[src/rtl/uart_tx_arbiter.sv]
// uart_tx_arbiter
// Round-robin arbiter that lets NUM_REQ byte streams share one UART
// transmitter. A requester's byte is captured into a single holding
// register. It is then offered to the transmitter until m_tready is high.
// While a byte is held, no other byte is accepted.
//
// Optional feature (macro ARB_TLAST_LOCK_EN): when the macro is defined,
// a requester keeps the arbiter locked until it sends a beat with s_tlast
// set. Its message is then never interleaved with other streams. When the
// macro is undefined, s_tlast is ignored and arbitration repeats after
// every byte.
//
// Ports:
//   clk, rst   rising-edge clock and synchronous active-high reset
//   s_tdata    requester bytes; requester i uses [i*DATA_WIDTH +: DATA_WIDTH]
//   s_tvalid   per-requester byte valid
//   s_tlast    per-requester end-of-message flag (used only with the lock)
//   s_tready   per-requester accept, one-hot or zero
//   m_tdata    held byte towards the transmitter
//   m_tvalid   held byte valid
//   m_tready   transmitter accept
//   grant_id   requester that owns the held byte or the lock
//   busy       holding register full or lock held
module uart_tx_arbiter #(
  parameter int NUM_REQ    = 4,
  parameter int DATA_WIDTH = 8
) (
  input  logic                          clk,
  input  logic                          rst,
  input  logic [NUM_REQ*DATA_WIDTH-1:0] s_tdata,
  input  logic [NUM_REQ-1:0]            s_tvalid,
  input  logic [NUM_REQ-1:0]            s_tlast,
  output logic [NUM_REQ-1:0]            s_tready,
  output logic [DATA_WIDTH-1:0]         m_tdata,
  output logic                          m_tvalid,
  input  logic                          m_tready,
  output logic [2:0]                    grant_id,
  output logic                          busy
);

  localparam logic STATE_IDLE = 1'b0;
  localparam logic STATE_HOLD = 1'b1;

  logic                  state_r;
  logic                  state_next_s;
  logic [DATA_WIDTH-1:0] hold_data_r;
  logic [2:0]            grant_id_r;
  logic [2:0]            last_grant_r;
  logic                  lock_active_s;
  logic [7:0]            valid_pad_s;
  logic [3:0]            scan_idx_s;
  logic                  cand_s;
  logic [2:0]            winner_s;
  logic                  found_s;
  logic [DATA_WIDTH-1:0] sel_data_s;
  logic                  handshake_s;

  // Round-robin search starting just after the last grant; the lock overrides it
  always_comb begin
    valid_pad_s = 8'h00;
    valid_pad_s[NUM_REQ-1:0] = s_tvalid;
    winner_s   = 3'd0;
    found_s    = 1'b0;
    scan_idx_s = 4'd0;
    cand_s     = 1'b0;
    for (int k = 1; k <= NUM_REQ; k++) begin
      scan_idx_s = {1'b0, last_grant_r} + 4'(k);
      // Wrap without a modulo operator so any NUM_REQ in 2..8 works
      scan_idx_s = (scan_idx_s >= 4'(NUM_REQ)) ? (scan_idx_s - 4'(NUM_REQ)) : scan_idx_s;
      cand_s     = valid_pad_s[scan_idx_s[2:0]] & ~found_s;
      winner_s   = cand_s ? scan_idx_s[2:0] : winner_s;
      found_s    = found_s | cand_s;
    end
    // A locked requester is the only candidate; others wait even if valid
    winner_s = lock_active_s ? last_grant_r : winner_s;
    found_s  = lock_active_s ? valid_pad_s[last_grant_r] : found_s;
  end

  // Select the winner's byte
  always_comb begin
    sel_data_s = '0;
    for (int i = 0; i < NUM_REQ; i++) begin
      sel_data_s = (winner_s == 3'(i)) ? s_tdata[i*DATA_WIDTH +: DATA_WIDTH] : sel_data_s;
    end
  end

  // FSM state register
  always_ff @(posedge clk) begin
    if (rst) begin
      state_r <= STATE_IDLE;
    end else begin
      state_r <= state_next_s;
    end
  end

  // FSM next-state logic
  always_comb begin
    state_next_s = state_r;
    case (state_r)
      STATE_IDLE: state_next_s = handshake_s ? STATE_HOLD : STATE_IDLE;
      STATE_HOLD: state_next_s = m_tready ? STATE_IDLE : STATE_HOLD;
      default:    state_next_s = STATE_IDLE;
    endcase
  end

  // FSM outputs: accept only in IDLE, and never while reset is asserted
  always_comb begin
    s_tready = '0;
    for (int i = 0; i < NUM_REQ; i++) begin
      s_tready[i] = (state_r == STATE_IDLE) & ~rst & found_s & (winner_s == 3'(i));
    end
    handshake_s = |(s_tready & s_tvalid);
    m_tvalid    = (state_r == STATE_HOLD);
    busy        = (state_r == STATE_HOLD) | lock_active_s;
  end

  // Holding register, grant bookkeeping
  always_ff @(posedge clk) begin
    if (rst) begin
      hold_data_r  <= '0;
      grant_id_r   <= 3'd0;
      last_grant_r <= 3'(NUM_REQ - 1);
    end else if (handshake_s) begin
      hold_data_r  <= sel_data_s;
      grant_id_r   <= winner_s;
      last_grant_r <= winner_s;
    end else begin
      hold_data_r  <= hold_data_r;
      grant_id_r   <= grant_id_r;
      last_grant_r <= last_grant_r;
    end
  end

`ifdef ARB_TLAST_LOCK_EN
  logic lock_active_r;
  logic sel_last_s;

  // End-of-message flag of the current winner
  always_comb begin
    sel_last_s = 1'b0;
    for (int i = 0; i < NUM_REQ; i++) begin
      sel_last_s = (winner_s == 3'(i)) ? s_tlast[i] : sel_last_s;
    end
  end

  // Lock is set by any accepted non-last beat and cleared by a last beat
  always_ff @(posedge clk) begin
    if (rst) begin
      lock_active_r <= 1'b0;
    end else if (handshake_s) begin
      lock_active_r <= ~sel_last_s;
    end else begin
      lock_active_r <= lock_active_r;
    end
  end

  assign lock_active_s = lock_active_r;
`else
  logic unused_tlast_s;

  assign unused_tlast_s = ^s_tlast;
  assign lock_active_s  = 1'b0;
`endif

  assign m_tdata  = hold_data_r;
  assign grant_id = grant_id_r;

endmodule

[config.mk]
export PLATFORM = sky130hd
export DESIGN_NAME = uart_tx_arbiter
export DESIGN_NICKNAME = d
export VERILOG_FILES = /design/src/rtl/uart_tx_arbiter.sv
export SDC_FILE = /design/constraint.sdc
export NUM_CORES = 1
export LEC_CHECK = 0
export ABC_CLOCK_PERIOD_IN_PS = 4400
export CORE_MARGIN = 1.5
export CORE_UTILIZATION = 39
export CTS_CLUSTER_DIAMETER = 50
export DETAILED_ROUTE_END_ITERATION = 10
export PLACE_DENSITY = 0.8
export SETUP_SLACK_MARGIN = 0.02
export SKIP_CTS_REPAIR_TIMING = 1
export SYNTH_ARGS = -nofsm -noshare
export SYNTH_HDL_FRONTEND = slang
export SYNTH_SLANG_ARGS = --single-unit
[constraint.sdc]
create_clock -name clk -period 4.4 [get_ports clk]
set_clock_uncertainty 0.15 [all_clocks]
set_input_delay 0.88 -clock clk [delete_from_list [all_inputs] [get_ports clk]]
set_output_delay 0.88 -clock clk [all_outputs]
set_load 0.05 [all_outputs]
## Yosys cells after proc, flatten, opt, wreduce, memory -nomap -nowiden

Cells that the tools add are included.

| cells by class | value |
|---|---|
| add/subtract/negate cells | 8 |
| $lt $le $gt $ge | 8 |
| eq/ne operators | 3 |
| multiplexer cells | 23 |
| bitwise gates (word level) | 18 |
| reduce and logical (&&, ||, !) cells | 2 |

Operators with widths:

| cell | count |
|---|---|
| 2-to-1 mux 8 bit | 4 |
| 2-to-1 mux 3 bit | 8 |
| greater-or-equal comparator 4 x 3 -> 1 bit, second input constant | 4 |
| less-than comparator 3 x 4 -> 1 bit, second input constant | 4 |
| binary-select mux 1 bit (select 3 bit) | 4 |
| subtractor 3 bit, second input constant | 4 |
| bitwise AND 1 bit | 9 |
| adder 3 x 2 -> 4 bit, second input constant | 2 |
| == test 3 x 2 -> 1 bit, second input constant | 2 |
| 2-to-1 mux 1 bit | 6 |
| NOT 1 bit | 5 |
| adder 3 x 1 -> 4 bit, second input constant | 1 |
| adder 3 x 3 -> 4 bit, second input constant | 1 |
| bitwise AND 4 bit | 1 |
| OR reduction 4 bit | 1 |
| == test 3 x 1 -> 1 bit, second input constant | 1 |
| logical NOT 3 bit | 1 |
| OR 1 bit | 3 |
| one-hot mux 1 bit (2 select lines) | 1 |

| word-level totals | value |
|---|---|
| bits in registers | 15 |
| bits of input ports | 43 |
| output and inout bits | 17 |
| word-level logic and storage cells | 66 |

## Logic depth before layout (Yosys ltp)

Gate-level depths: netlist (run 1).

| depth | value |
|---|---|
| depth in word-level cells | 20 |
| depth in mapped cells | 10 |
| gate-level depth less buffers | 8 |

## Least setup slack after synthesis (run 1)

Ideal clock, no wire load.

| timing | value |
|---|---|
| path kind | in2out |
| start point | input port s_tvalid[0] |
| end point | output port s_tready[0] |
| arrival time | 3.211 ns |
| required time | 3.370 ns |
| slack | 0.159 ns |
| stages on the path | 6 |
| buffers on the path | 1 |
| cells stage by stage | mux4_2 o21ai_4 nor3_1 o41a_1 clkbuf_1 nor3_1 |

| between the ends | value |
|---|---|
| word-level cells in the longest chain between the ends | 13 |
| elaborated cells between the ends (all ways) | 24 |
| those cells by class | 12 x mux; 11 x bitwise; 1 x reduce/logical |

RTL lines:

| element | RTL line | source |
|---|---|---|
| start, declared | 31 | `input logic [NUM_REQ-1:0] s_tvalid,` |
| binary-select mux 1 bit (select 3 bit) | 70 | `cand_s = valid_pad_s[scan_idx_s[2:0]] & ~found_s;` |
| 2-to-1 mux 1 bit (not written as such) | 70 |  |
| NOT 1 bit | 70 |  |
| bitwise AND 1 bit | 70 |  |
| OR 1 bit | 72 | `found_s = found_s \| cand_s;` |
| NOT 1 bit | 70 |  |
| bitwise AND 1 bit | 70 |  |
| OR 1 bit | 72 |  |
| NOT 1 bit | 70 |  |
| bitwise AND 1 bit | 70 |  |
| 2-to-1 mux 3 bit or OR 1 bit (tied branches) | 71, 72 |  |
| logical NOT 3 bit or bitwise AND 1 bit (tied branches) | 110 | `s_tready[i] = (state_r == STATE_IDLE) & ~rst & found_s & (winner_s == 3'(i));` |
| bitwise AND 1 bit (*) | 110 |  |
| end, declared | 33 | `output logic [NUM_REQ-1:0] s_tready,` |

Mark *: on every way between the ends. The rest lies on a longest branch, timed or not. The select of a mux whose other input is x is not followed.

## Worst setup path in the final report (run 1)

| timing | value |
|---|---|
| start point | input port s_tvalid[2] |
| end point | output port s_tready[0] |

Same word-level chain as after synthesis.

==> results of run 1 <==
## layout make-up
cell class                 instances  share of cell area, %
multi-input combinational        104                   42.6
inverter                          11                   2.18
sequential                        14                   14.8
timing repair buffer              68                   36.3
tap                               33                   2.18
clock buffer                       4                   1.91
## worst register-to-register path, cell delays in order (launching register included)
cell                      delay (ns)
sky130_fd_sc_hd__dfxtp_1        0.32
sky130_fd_sc_hd__buf_4          0.18
sky130_fd_sc_hd__inv_1          0.06
sky130_fd_sc_hd__ha_1           0.39
sky130_fd_sc_hd__mux4_2         0.41
sky130_fd_sc_hd__o21ai_4        0.12
sky130_fd_sc_hd__nor3_1         0.08
sky130_fd_sc_hd__o41a_1         0.40
sky130_fd_sc_hd__buf_4          0.21
sky130_fd_sc_hd__nor3b_4        0.17
sky130_fd_sc_hd__buf_4          0.17
sky130_fd_sc_hd__a211o_1        0.30
## synthesized netlist by cell type (all sizes together)
library cell and number:
nand2b 11, nor3b 2, a41o 8, mux2 3, mux4 1, a31oi 9, dfxtp 14, o22ai 1
a22oi 1, and2 2, o211ai 1, nand2 4, o21ai 3, a211o 8, o21bai 1, nor2b 2
clkbuf 2, nor3 4, o2bb2ai 1, mux2i 3, o22a 1, a21oi 12, nand3 2, buf 9
a2111oi 8, nor2 9, inv 11, and3 2, o2111ai 1, or2 1, ha 2, o41a 1
## sequential cells by signal, summed over array words and instances, names as in the netlist
register and cells:
busy 1, m_tdata 8, last_grant_r 2, grant_id 3
## power by group through the flow
stage	clock network (mW)	logic (mW)	registers, mW
final	0.0969	0.671	0.194
after global routing	0.108	0.714	0.199
after CTS	0.0989	0.672	0.195
after detailed placement	0	0.670	0.198
after global placement	0	0.656	0.194
after floorplan	0	0.312	0.339
## cell families (layout without fill, tap and decap cells)
logic type / after synthesis / after routing
AND/OR/NAND/NOR: 39 / 39
multiplexers: 7 / 7
flip-flops: 14 / 14
adder cells (fa/ha/maj): 2 / 2
AO/OA/AOI/OAI: 56 / 56
buffers and inverters: 22 / 83
## per-layer routing
layer | up-vias | wire length [um] | GRT usage, % | part of all wire [%]
met3 | 6 | 155 | 4.18 | 4.4
met4 | 0 | 69 | 7.79 | 1.9
li1 | 665 | - | - | -
met5 | - | 0 | 0 | 0
met2 | 43 | 1830 | 37.7 | 51
met1 | 623 | 1510 | 25.7 | 42
## per-stage QoR
step	cells	power [mW]	util (%)	area, um^2	setup slack (ns)
floorplan	140	0.650	-	1210	0.159
global placement	230	0.850	61.9	1860	0.322
detailed placement	230	0.867	61.9	1860	0.271
CTS	234	0.966	63.1	1900	0.269
global route	234	1.02	63.1	1900	0.183
finish	234	0.962	63.1	1900	0.285
## path summary, 6_finish.rpt
kind / start / end / slack (ns) / depth (start not counted)
min: grant_id[0] / grant_id[0] / 0.32 / 2
min reg2reg: grant_id[0] / grant_id[0] / 0.32 / 2
max reg2reg: last_grant_r[1] / m_tdata[0] / 1.34 / 11
max: s_tvalid[2] / s_tready[0] / 0.28 / 7
## cell usage in the layout (no fill, tap or decap), types with 3 or more instances in the layout
cell type / Yosys / routed
sky130_fd_sc_hd__clkdlybuf4s50_1: 0 / 51
sky130_fd_sc_hd__dfxtp_1: 14 / 14
sky130_fd_sc_hd__buf_4: 3 / 13
sky130_fd_sc_hd__a21oi_1: 12 / 12
sky130_fd_sc_hd__inv_1: 11 / 11
sky130_fd_sc_hd__nand2b_1: 11 / 11
sky130_fd_sc_hd__nor2_1: 9 / 9
sky130_fd_sc_hd__a31oi_1: 9 / 9
sky130_fd_sc_hd__a41o_1: 8 / 8
sky130_fd_sc_hd__a2111oi_0: 8 / 8
sky130_fd_sc_hd__a211o_1: 8 / 8
sky130_fd_sc_hd__nand2_1: 4 / 4
sky130_fd_sc_hd__nor3_1: 4 / 4
sky130_fd_sc_hd__buf_12: 0 / 4
sky130_fd_sc_hd__mux2i_1: 3 / 3
sky130_fd_sc_hd__clkbuf_4: 0 / 3
==> reports/qor.log, run 1 <==
qor: outcome.status finished, final reports clean
qor: worst_setup_path.setup.worst_path.class input pin to output pin
qor: drt.first_pass_iters 4
qor: synthesis.synth_top_cell_area_share 23.2%
qor: finish.area.sequential 280 um^2
qor: synthesis.syn-cell-area 1210 um^2
qor: pwr.comb_power_share 69.7%
qor: clocking.h-tree-depth 1
qor: pwr.power.sequential.fraction 20.2%
qor: drt.drt_wl_total 3560 um
qor: worst_setup_path.cp_top_family buffers and inverters
qor: clocking.insertion_delay 0.29 ns
qor: timing.post-route-period-util 93.5%
qor: global_route.grt_remaining_overflow 0
qor: flow_run.drv.max_cap_violation_count 0
qor: pwr.p_sw 0.464 mW
qor: floorplan.die_height 58.7 um
qor: finish.antenna_cell_count 0
qor: worst_setup_path.crit_path_start_kind input pin
qor: timing.slew_headroom 65.6%
qor: worst_setup_path.worstPathRequired 3.37 ns
qor: global_route.vias_in_the_first_global_route 1294
qor: clocking.cts.root.buffer_cell sky130_fd_sc_hd__clkbuf_4
qor: drt.drt_iter0_drc 45
qor: pwr.cellLeakagePower 0.872 nW
qor: clocking.clk_path_buf_depth 2
qor: finish.fillers 259
qor: global_route.grt_max_degree 21
qor: pwr.p_per_cell_area 507 nW/um^2
qor: finish.final_net_count 247
qor: worst_setup_path.critPathMaxFanout 5
qor: timing.max_freq 243 MHz
qor: floorplan.die-width 58.7 um
qor: clocking.numCtsBuffers 3
qor: timing.report.final.slew_viol_count 0
qor: synthesis.seq_area_frac_synth 23.2%
qor: synthesis.area_share_of_xor_xnor_cells_in_the_synthesized_design 0%
qor: synthesis.syn-mean-instance-area 8.63 um^2
qor: synthesis.synth_top_family_by_area compound AO/OA/AOI/OAI gates
qor: min_path.timing.hold.worst.class register to register
qor: synthesis.synth-simple-area-share 18.4%
qor: timing.final-setup-viol-count 0
qor: worst_setup_path.cp.arrival 3.09 ns
qor: pwr.net_sw_share 48.2%
qor: clocking.cts_tree yes
qor: placement.detailed_place_hpwl 2870 um
qor: drt.vias_per_cell 5.71
qor: synthesis.synth-compound-area-share 38.9%
qor: finish.final_layout_size_suffix_gt1_share 16.9%
qor: timing.worst_slew_pin_slew 0.503 ns
qor: worst_setup_path.timing.critical_path.slowest_stage_cell sky130_fd_sc_hd__mux4_2
qor: worst_setup_path.critPathMostFrequentCell sky130_fd_sc_hd__nor3_1
qor: global_route.track_usage 21.4%
qor: synthesis.synthAdderAreaFrac 2.07%
qor: clocking.cts.sinks 14
qor: clocking.worst_setup_hold_path_clk_slew 0.09 ns
qor: synthesis.synth_top_cells_by_area sky130_fd_sc_hd__dfxtp_1 23%, sky130_fd_sc_hd__a41o_1 6.6%, sky130_fd_sc_hd__a2111oi_0 5.8%
qor: drt.average_wire_per_standard_cell 15.2 um
qor: floorplan.rows 20
qor: finish.syn_to_final_growth 56.8%
qor: global_route.grt_first_pass_wirelength 5660 um
qor: timing.fin_tns_setup 0 ns
qor: floorplan.effective_utilization_at_floorplan 40.2%
qor: drt.vias 1337
qor: drt.post_detailed_route_count_of_antenna_violating_nets 0
qor: timing.minimum_hold_slack 0.319 ns
qor: synthesis.synth_cell_type_count 39
qor: synthesis.mux_share_of_post_synthesis_cell_area 7.45%
qor: finish.combined_area_of_the_multi_input_logic_cells 808 um^2
qor: worst_setup_path.critPathMaxStageDelay 0.55 ns
qor: pwr.total_internal_power 0.498 mW
qor: worst_setup_path.critical_path.endpoint_type output pin
qor: synthesis.synthesis.yosys.warnings 0
qor: global_route.initial_antenna_violation_count 0
qor: timing.final-hold-violation-count 0
qor: placement.numPortBuffers 55
qor: synthesis.synth_cells 140
qor: placement.gp_congestion 0.871
qor: floorplan.fp.coreArea 3000 um^2
qor: worst_setup_path.crit_path_cells clkdlybuf4s50_1 -> mux4_2 -> o21ai_4 -> nor3_1 -> o41a_1 -> nor3_1 -> buf_12
qor: floorplan.total_die_area 3440 um^2
qor: timing.grt_setup_unrepaired false
qor: synthesis.number_of_nets_produced_by_synthesis 185
qor: synthesis.synth-seq-cells 14
qor: floorplan.pin_count 60
qor: worst_setup_path.critical_path.n_buffers_inverters 2
qor: pwr.ir_drop_worst_vdd 0.418 mV
qor: drt.remaining_drc_errors 0
qor: synthesis.synth_top_area_cell sky130_fd_sc_hd__dfxtp_1
qor: pwr.clockPowerShare 10.1%
qor: timing.finalWorstPathRequiredPeriod 4.12 ns
(Power assumes the default switching activity.)
==> run 2: changes to the inputs <==
Settings changed: CORE_UTILIZATION 39 to 40, PLACE_DENSITY 0.8 to 0.82.
==> run 2 against run 1 <==
Sequential cell count stayed put. Fmax is 0.13% lower. Core utilization is 3.3 points higher. Critical path depth is 1 higher. Sequential share of layout area is 0.26 points higher. Largest cell class unchanged. Total power is 1.7% lower. Worst setup slack worse by 0.0052 ns. Worst hold slack worse by 0.0065 ns. First-iteration DRC count is 8.9% lower. Combinational power is 3.1% lower. Via count is 0.37% higher.
==> reports/qor.log, run 2 (synthesis gave the netlist of run 1 again) <==
qor: outcome.status finished, final reports clean
qor: worst_setup_path.critPathMaxFanout 20
qor: global_route.track_usage 21.4%
qor: worst_setup_path.critPathMaxStageDelay 0.56 ns
qor: global_route.vias_in_the_first_global_route 1307
qor: timing.final-hold-violation-count 0
qor: finish.largest_register_ff_count 8
qor: clocking.cts.root.buffer_cell sky130_fd_sc_hd__clkbuf_4
qor: floorplan.die-width 58.0 um
qor: drt.first_pass_iters 6
qor: drt.remaining_drc_errors 0
qor: floorplan.total_die_area 3360 um^2
qor: floorplan.die_height 58.0 um
qor: min_path.worstHoldPathCells 2
qor: timing.post-route-period-util 93.7%
qor: worst_setup_path.cp.depth 8
qor: drt.average_wire_per_standard_cell 15.3 um
qor: clocking.cts.sinks 14
qor: global_route.grt_remaining_overflow 0
qor: timing.finalWorstPathRequiredPeriod 4.12 ns
qor: pwr.ir_drop_worst_vdd 0.314 mV
qor: finish.syn_to_final_growth 54.1%
qor: drt.drt_iter0_drc 41
qor: worst_setup_path.cp.arrival 3.09 ns
qor: worst_setup_path.ff2ff_path_depth 9
qor: placement.post_dp_cell_area 1830 um^2
qor: flow_run.drv.max_cap_violation_count 0
qor: drt.vias_per_cell 5.89
qor: placement.detailed_place_hpwl 2690 um
qor: pwr.p_per_cell_area 507 nW/um^2
qor: worst_setup_path.timing.critical_path.slowest_stage_cell sky130_fd_sc_hd__mux4_2
qor: global_route.initial_antenna_violation_count 0
qor: finish.final_layout_size_suffix_gt1_share 15.2%
qor: finish.final_net_count 243
qor: floorplan.fp.coreArea 2810 um^2
qor: clocking.insertion_delay 0.29 ns
qor: worst_setup_path.cp_top_family buffers and inverters
qor: clocking.numCtsBuffers 3
qor: clocking.worst_setup_hold_path_clk_slew 0.09 ns
qor: drt.post_detailed_route_count_of_antenna_violating_nets 0
qor: clocking.cts_tree yes
qor: global_route.grt_max_degree 21
qor: timing.final-setup-viol-count 0
qor: timing.grt_setup_unrepaired false
qor: finish.final_cell_mix 51 x sky130_fd_sc_hd__clkdlybuf4s50_1, 14 x sky130_fd_sc_hd__dfxtp_1, 12 x sky130_fd_sc_hd__a21oi_1
qor: worst_setup_path.setup.worst_path.class input pin to output pin
qor: worst_setup_path.critical_path.endpoint_type output pin
qor: timing.slew_headroom 65.8%
qor: placement.gp_congestion 0.796
qor: timing.report.final.slew_viol_count 0
qor: placement.numPortBuffers 55
qor: drt.drt_wl_total 3480 um
qor: timing.worst_slew_pin_slew 0.511 ns
qor: timing.max_freq 243 MHz
qor: worst_setup_path.worstPathRequired 3.37 ns
qor: worst_setup_path.crit_path_start_kind input pin
qor: drt.vias 1342
qor: floorplan.rows 19
qor: pwr.totalPowerFinal 0.945 mW
qor: clocking.h-tree-depth 1
qor: finish.fillers 226
qor: finish.fin_area 1860 um^2
qor: timing.fin_tns_setup 0 ns
qor: pwr.cellLeakagePower 0.853 nW
qor: min_path.timing.hold.worst.class register to register
qor: worst_setup_path.crit_path_cells clkdlybuf4s50_1 -> mux4_2 -> o21ai_4 -> nor3_1 -> o41a_1 -> buf_4 -> nor2_1 -> buf_12
qor: floorplan.effective_utilization_at_floorplan 43.1%
qor: finish.layout_commonest_cell sky130_fd_sc_hd__clkdlybuf4s50_1
qor: clocking.clk_path_buf_depth 2
qor: worst_setup_path.critical_path.n_buffers_inverters 3
qor: global_route.grt_first_pass_wirelength 5710 um
qor: finish.antenna_cell_count 0
qor: floorplan.pin_count 60
-- run 2: cell types whose count changed in the layout (fill, tap and decap cells not counted), sizes merged --
cell	before	now
buf	17	13
-- run 2: report_power, final --
part	internal [mW]	switching, mW
Combinational	0.266	0.384
Sequential	0.171	0.0296
Clock	0.0504	0.0439
Total	0.488	0.457
-- run 2: stage by stage --
| stage | cells | setup WS [ns] | utilization, % | hold WS, ns |
|---|---|---|---|---|
| after floorplan | 140 | 0.159 | - | 0.375 |
| after global placement | 224 | 0.361 | 65.1 | 0.296 |
| after detailed placement | 224 | 0.315 | 65.1 | 0.303 |
| after CTS | 228 | 0.286 | 66.4 | 0.315 |
| after global routing | 228 | 0.182 | 66.4 | 0.341 |
| final | 228 | 0.279 | 66.4 | 0.313 |
-- run 2: worst register-to-register path: stages (launching register included) --
cell and delay, ns:
sky130_fd_sc_hd__dfxtp_1 0.59, sky130_fd_sc_hd__inv_1 0.09, sky130_fd_sc_hd__ha_1 0.39, sky130_fd_sc_hd__mux2_2 0.37
sky130_fd_sc_hd__a21oi_1 0.25, sky130_fd_sc_hd__o2111ai_4 0.26, sky130_fd_sc_hd__and2_1 0.27, sky130_fd_sc_hd__buf_4 0.19
sky130_fd_sc_hd__a41o_1 0.22, sky130_fd_sc_hd__a211o_1 0.26
-- run 2: cell type report --
type,instances,area (um^2),share of cell area [%]
multi-input cells,104,808,43.4
repair buffers,64,658,35.3
flip-flops and latches,14,280,15.0
inverters,11,41.3,2.22
well taps,31,38.8,2.08
clock buffers,4,36.3,1.95
-- run 2: final timing paths --
| path | endpoint | from | slack [ns] |
|---|---|---|---|
| max | s_tready[1] | s_tvalid[3] | 0.28 |
| min | grant_id[0] | grant_id[0] | 0.31 |
| max reg2reg | m_tdata[6] | last_grant_r[1] | 1.24 |
| min reg2reg | grant_id[0] | grant_id[0] | 0.31 |
-- run 2: layer usage --
layer	global-route usage (%)	up-vias	part of all wire (%)
met1	27.0	619	43
met2	38.5	64	49
li1	-	655	-
met3	5.13	4	7.2
met4	1.99	0	0.55
met5	0	-	0
